===== src/rtl/pipe_pkg.sv =====
// Shared types and constants for the RV32I pipeline front end.
// Covers the stage register layouts, the reset and bubble defaults, and the PC step.
package pipe_pkg;

    localparam logic [31:0] DEFAULT_RESET_PC = 32'h0000_0000;
    localparam logic [31:0] DEFAULT_NOP_INST = 32'h0000_0013;  // addi x0,x0,0
    localparam logic [31:0] PC_STEP          = 32'd4;
    localparam logic [31:0] WORD_ALIGN_MASK  = 32'hFFFF_FFFC;

    typedef struct packed {
        logic [31:0] inst;
        logic [31:0] pc;
        logic        valid;
    } if_id_t;

    typedef struct packed {
        logic [31:0] inst;
        logic [31:0] pc;
        logic [31:0] rs1_data;
        logic [31:0] rs2_data;
        logic [31:0] imm;
        logic        valid;
    } id_ex_t;

    // Branch targets are forced onto a word boundary before they reach the PC.
    function automatic logic [31:0] align_word(input logic [31:0] addr);
        return addr & WORD_ALIGN_MASK;
    endfunction

endpackage


===== src/rtl/pipe_reg.sv =====
// Generic pipeline stage register with hold (en=0) and bubble insertion (flush=1).
// Flush takes priority over the enable, so a bubble always lands even while the stage is held.
module pipe_reg #(
    parameter type T         = logic,
    parameter T    RESET_VAL = '0
) (
    input  logic clk,
    input  logic rst_n,
    input  logic en,
    input  logic flush,
    input  T     bubble,
    input  T     d,
    output T     q
);

    // NOTE: sequential state is written with non-blocking assignments only, so every
    // register samples the pre-edge values of its neighbours.
    always_ff @(posedge clk or negedge rst_n) begin
        if (!rst_n) begin
            q <= RESET_VAL;
        end else if (flush) begin
            q <= bubble;
        end else if (en) begin
            q <= d;
        end
    end

endmodule


===== src/rtl/pipe_front_ctrl.sv =====
// PC register plus IF/ID and ID/EX stage registers, applying hazard-unit stall/flush
// controls and EX redirects, with saturating stall and redirect counters.
module pipe_front_ctrl
    import pipe_pkg::*;
#(
    parameter logic [31:0] RESET_PC = DEFAULT_RESET_PC,
    parameter logic [31:0] NOP_INST = DEFAULT_NOP_INST,
    parameter int          CNT_W    = 32
) (
    input  logic             i_clk,
    input  logic             i_rst_n,
    input  logic             i_pc_en,
    input  logic             i_IF_ID_stall,
    input  logic             i_ID_EX_flush,
    input  logic             i_redirect,
    input  logic [31:0]      i_redirect_pc,
    input  logic [31:0]      i_imem_inst,
    input  logic [31:0]      i_ID_rs1_data,
    input  logic [31:0]      i_ID_rs2_data,
    input  logic [31:0]      i_ID_imm,
    output logic [31:0]      o_pc,
    output logic [31:0]      o_ID_inst,
    output logic [31:0]      o_ID_pc,
    output logic             o_ID_valid,
    output logic [31:0]      o_EX_inst,
    output logic [31:0]      o_EX_pc,
    output logic [31:0]      o_EX_rs1_data,
    output logic [31:0]      o_EX_rs2_data,
    output logic [31:0]      o_EX_imm,
    output logic             o_EX_valid,
    output logic [CNT_W-1:0] o_stall_cnt,
    output logic [CNT_W-1:0] o_flush_cnt
);

    // A bubble is a NOP marked invalid with all data cleared; it doubles as the reset value.
    localparam if_id_t IF_ID_BUBBLE = '{inst: NOP_INST, pc: 32'h0, valid: 1'b0};
    localparam id_ex_t ID_EX_BUBBLE = '{inst: NOP_INST, pc: 32'h0, rs1_data: 32'h0,
                                        rs2_data: 32'h0, imm: 32'h0, valid: 1'b0};

    logic [31:0]      pc_q;
    logic [31:0]      pc_d;
    if_id_t           if_id_d;
    if_id_t           if_id_q;
    id_ex_t           id_ex_d;
    id_ex_t           id_ex_q;
    logic             ex_flush;
    logic [CNT_W-1:0] stall_cnt_q;
    logic [CNT_W-1:0] flush_cnt_q;

    // NOTE: every combinational output gets a default first so no path can infer a latch.
    always_comb begin
        pc_d = pc_q;
        if (i_redirect) begin
            pc_d = align_word(i_redirect_pc);
        end else if (i_pc_en) begin
            pc_d = pc_q + PC_STEP;  // wraps naturally from FFFF_FFFC to 0
        end
    end

    always_ff @(posedge i_clk or negedge i_rst_n) begin
        if (!i_rst_n) begin
            pc_q <= RESET_PC;
        end else begin
            pc_q <= pc_d;
        end
    end

    always_comb begin
        if_id_d       = IF_ID_BUBBLE;
        if_id_d.inst  = i_imem_inst;
        if_id_d.pc    = pc_q;
        if_id_d.valid = 1'b1;
    end

    always_comb begin
        id_ex_d          = ID_EX_BUBBLE;
        id_ex_d.inst     = if_id_q.inst;
        id_ex_d.pc       = if_id_q.pc;
        id_ex_d.rs1_data = i_ID_rs1_data;
        id_ex_d.rs2_data = i_ID_rs2_data;
        id_ex_d.imm      = i_ID_imm;
        id_ex_d.valid    = if_id_q.valid;
    end

    // A redirect squashes both stages; it overrides the hazard unit's hold on IF/ID.
    assign ex_flush = i_redirect | i_ID_EX_flush;

    pipe_reg #(
        .T         (if_id_t),
        .RESET_VAL (IF_ID_BUBBLE)
    ) u_if_id (
        .clk    (i_clk),
        .rst_n  (i_rst_n),
        .en     (~i_IF_ID_stall),
        .flush  (i_redirect),
        .bubble (IF_ID_BUBBLE),
        .d      (if_id_d),
        .q      (if_id_q)
    );

    pipe_reg #(
        .T         (id_ex_t),
        .RESET_VAL (ID_EX_BUBBLE)
    ) u_id_ex (
        .clk    (i_clk),
        .rst_n  (i_rst_n),
        .en     (1'b1),
        .flush  (ex_flush),
        .bubble (ID_EX_BUBBLE),
        .d      (id_ex_d),
        .q      (id_ex_q)
    );

    // Stall cycles are only counted when no redirect overrides the hold.
    always_ff @(posedge i_clk or negedge i_rst_n) begin
        if (!i_rst_n) begin
            stall_cnt_q <= '0;
            flush_cnt_q <= '0;
        end else if (i_redirect) begin
            if (flush_cnt_q != '1) begin
                flush_cnt_q <= flush_cnt_q + CNT_W'(1);
            end
        end else if (i_IF_ID_stall && (stall_cnt_q != '1)) begin
            stall_cnt_q <= stall_cnt_q + CNT_W'(1);
        end
    end

    assign o_pc          = pc_q;
    assign o_ID_inst     = if_id_q.inst;
    assign o_ID_pc       = if_id_q.pc;
    assign o_ID_valid    = if_id_q.valid;
    assign o_EX_inst     = id_ex_q.inst;
    assign o_EX_pc       = id_ex_q.pc;
    assign o_EX_rs1_data = id_ex_q.rs1_data;
    assign o_EX_rs2_data = id_ex_q.rs2_data;
    assign o_EX_imm      = id_ex_q.imm;
    assign o_EX_valid    = id_ex_q.valid;
    assign o_stall_cnt   = stall_cnt_q;
    assign o_flush_cnt   = flush_cnt_q;

endmodule


===== config.mk =====
export PLATFORM = sky130hd
export DESIGN_NAME = pipe_front_ctrl
export DESIGN_NICKNAME = d
export VERILOG_FILES = /design/src/rtl/pipe_pkg.sv /design/src/rtl/pipe_reg.sv /design/src/rtl/pipe_front_ctrl.sv
export SDC_FILE = /design/constraint.sdc
export NUM_CORES = 1
export LEC_CHECK = 0
export CORE_AREA = 2 2 192 194
export CTS_CLUSTER_DIAMETER = 50
export DETAILED_ROUTE_END_ITERATION = 8
export DIE_AREA = 0 0 194 196
export PLACE_DENSITY = 0.66
export SETUP_SLACK_MARGIN = 0.2
export SLEW_MARGIN = 20
export SYNTH_ARGS = -nofsm -noshare
export SYNTH_HDL_FRONTEND = slang
export SYNTH_SLANG_ARGS = --single-unit
export TNS_END_PERCENT = 1

===== constraint.sdc =====
create_clock -name i_clk -period 5.6 [get_ports i_clk]
set_input_delay 0.56 -clock i_clk [delete_from_list [all_inputs] [get_ports i_clk]]
set_output_delay 0.56 -clock i_clk [all_outputs]
set_load 0.02 [all_outputs]

==> run_results.csv <==
group,metric,value,unit
placement,portBuffers,483,
sta,fmax,412,MHz
floorplan,rows,70,
clock_tree,cts_tree,"built",
pwr,p_leak,8.49,nW
synth,synth_seq_cells,318,
synth,syn-cell-area,12400,um2
synth,syn_area_per_cell,12.0,um2
setup_path,arrival,2840,ps
setup_path,path_cells,"nand4_2, or4_4, o31ai_4, nor3_1, xor2_1",
route,wirelength_met1,16.4,mm
setup_path,cp_num_buf_inv,0,
floorplan,core_area,36100,um2
clock_tree,clock_sinks,318,
setup_path,crit_path_end_kind,"flop",
setup_path,cp_max_fo,15,
setup_path,r2r-start,"o_flush_cnt[12]",
setup_path,critPathLaunchType,"flop",
synth,synth-adder-area-share,0.304,%
clock_tree,clk_pin_slew,60,ps
setup_path,slowest_stage,"o31ai_4",
global_routing,overflow,0,
pwr,powerDensity,320,nW/um2
finish,final_cells,2018,
floorplan,dieWidth,194,um
synth,synth_xor_area_share,6.16,%
route,vias,9433,
sta,min_period,2430,ps
synth,yosysTopAreaCellShare,63.2,%
sta,drv_slew,0,
placement,post-place-cells,1940,
pwr,peakVddDrop,0.272,mV
route,antenna_left,0,
setup_path,crit_path_start,"o_flush_cnt[12]",
route,met2WireLength,18.9,mm
pwr,power,6.10,mW
finish,nets,1686,
synth,synth_cell_type_count,48,
global_routing,grt_pass1_vias,9568,
sta,hold_violations,0,
placement,preCtsSetupSlack,2820,ps
sta,tightest_slew,1020,ps
setup_path,cp_slowest_stage_delay,710,ps
clock_tree,root_buffer,"clkbuf_16",
clock_tree,numCtsBuffers,42,
placement,gp_congestion,0.829,
synth,syn_inst,1028,
floorplan,die_area,38000,um2
placement,hpwl,27.5,mm
synth,synthSimpleGateAreaFrac,19.9,%
synth,ys_async_sr_fraction,100,%
sta,clock_skew,12.2,ps
synth,synth.area.top_cells,"dfrtp_1 63%, and2_1 8.0%, mux2i_1 4.9%",
clock_tree,htree_levels,2,
sta,final-setup-viol-count,0,
min_path,min_from,"i_redirect",
synth,synth_edf_count,0,
global_routing,grt_first_pass_wirelength,59.5,mm
floorplan,die_y,196,um
global_routing,grt_max_degree,139,
route,dr.pass1.iters,4,
finish,areaGrowthSynthToFinish,54.2,%
setup_path,path_class,"flop to flop",
route,highest_layer,"met5",
route,drt-initial-drc-count,400,
clock_tree,post_cts_buffers,0,
route,vias_per_cell,4.67,
min_path,min_path_type,"input port to flop",
synth,synth_compound_area_share,2.40,%
run_status,outcome,"completed",
synth,synth_top_cell_by_area,"dfrtp_1",
sta,setup_ws,3170,ps
finish,drive_above_1_share,6.39,%
synth,synth_flop_cell,"dfrtp_1",
clock_tree,clock_latency,540,ps
route,post_drt_wl_per_cell,19.4,um
setup_path,cp_top_family,"simple AND/OR/NAND/NOR gates",
clock_tree,ctsLongestPathBuffers,3,
sta,fin_crit_sh,43.3,%
synth,ys_warn_count,0,
floorplan,io_pins,488,
sta,tns,0,ps
global_routing,grt.total_usage,20.3,%
synth,synth_top_family_by_area,"simple AND/OR/NAND/NOR gates",
sta,relSlewSlack,32.2,%
route,route.detailed.drc,0,
sta,whs,470,ps
route,dr_wl_met3,2.75,mm
run,cap_violations,0,
sta,rsz0062_at_grt,"no",
global_routing,antenna_found_initial,2,
floorplan,start_util,34.3,%
synth,ys_seq_area_share,64.4,%
setup_path,crit_required,6010,ps
route,routed_wl,39.2,mm
synth,muxShareOfSynthArea,4.95,%
per-layer routing:
metal | global-route usage [%] | vias to the layer above
met2 | 33.6 | 335
met1 | 25.2 | 4616
met5 | 0 | -
li1 | - | 4413
met4 | 6.79 | 2
met3 | 6.65 | 67
cells by family (layout without fill, tap and decap cells):
family,after synthesis,in the layout
AND/OR/NAND/NOR,454,454
flip-flops,318,318
XOR/XNOR,87,87
multiplexers,61,61
buffers and inverters,54,574
AO/OA/AOI/OAI,50,50
adder cells (fa/ha/maj),3,3
other,1,3
per-stage QoR:
step / area [um2] / utilization [%]
floorplan: 12400 / -
global placement: 17700 / 48.9
detailed placement: 17700 / 48.9
CTS: 19100 / 52.8
global route: 19100 / 52.8
finish: 19100 / 52.8
sequential cells by signal, indices dropped and copies added, names as in the netlist:
register	flops
u_id_ex.q	160
u_if_id.q	64
o_flush_cnt	32
o_stall_cnt	32
o_pc	30
cell usage in the layout, fill, tap and decap left out, drive strengths merged, types with 12 or more instances in the layout:
cell type,synthesis,final
clkdlybuf4s50,0,480
nor3,29,29
nor2,83,83
nand3,45,45
xor2,53,53
mux2i,60,60
nand2,69,69
and2,158,158
dfrtp,312,312
and3,12,12
xnor2,34,34
clkbuf,36,54
nand4,21,21
o21ai,34,34
path summary, 6_finish.rpt:
check	cells after the start	slack, ps	endpoint
max	5	3170	o_flush_cnt[19]
min	2	470	u_if_id.q[27]
max reg2reg	5	3170	o_flush_cnt[19]
min reg2reg	1	490	o_flush_cnt[20]
max in group asynchronous	3	3660	u_if_id.q[20]
min in group asynchronous	2	560	u_id_ex.q[72]
layout make-up:
cell class | instances | area [um2]
diodes | 1 | 2.50
clock buffers | 54 | 1160
flip-flops and latches | 318 | 7970
well taps | 468 | 586
multi-input cells | 657 | 4180
fillers | 3162 | 17000
inverters | 7 | 26.3
clock inverters | 22 | 229
repair buffers | 491 | 4910
power by group:
| part | total, mW | switching (mW) | internal [mW] |
|---|---|---|---|
| registers | 2.57 | 0.135 | 2.43 |
| logic | 0.882 | 0.451 | 0.431 |
| clock network | 2.65 | 1.04 | 1.61 |
cells in the mapped netlist, types with 2 or more instances:
master,instances
nand3_1,44
nand4_1,20
a31oi_1,2
dfstp_2,6
and4_1,7
xnor2_1,34
a211o_1,3
nor2_1,83
and2_1,158
nor2b_1,4
o21ai_0,32
nor3_2,4
or4_1,4
and3_1,12
or3_1,4
dfrtp_1,312
clkbuf_1,36
nand2_1,69
mux2i_1,60
o21ai_1,2
buf_1,6
inv_1,7
nor3_1,25
ha_1,3
buf_4,4
xor2_1,53
nor4_1,9
a21oi_1,5
repair_timing:
action | 4_1_cts | 5_1_grt
resized for setup | 0 | 0
hold endpoints to repair | 24 | 0
hold buffers | 1 | 0
Note: power is estimated with default switching activity, not from simulation.
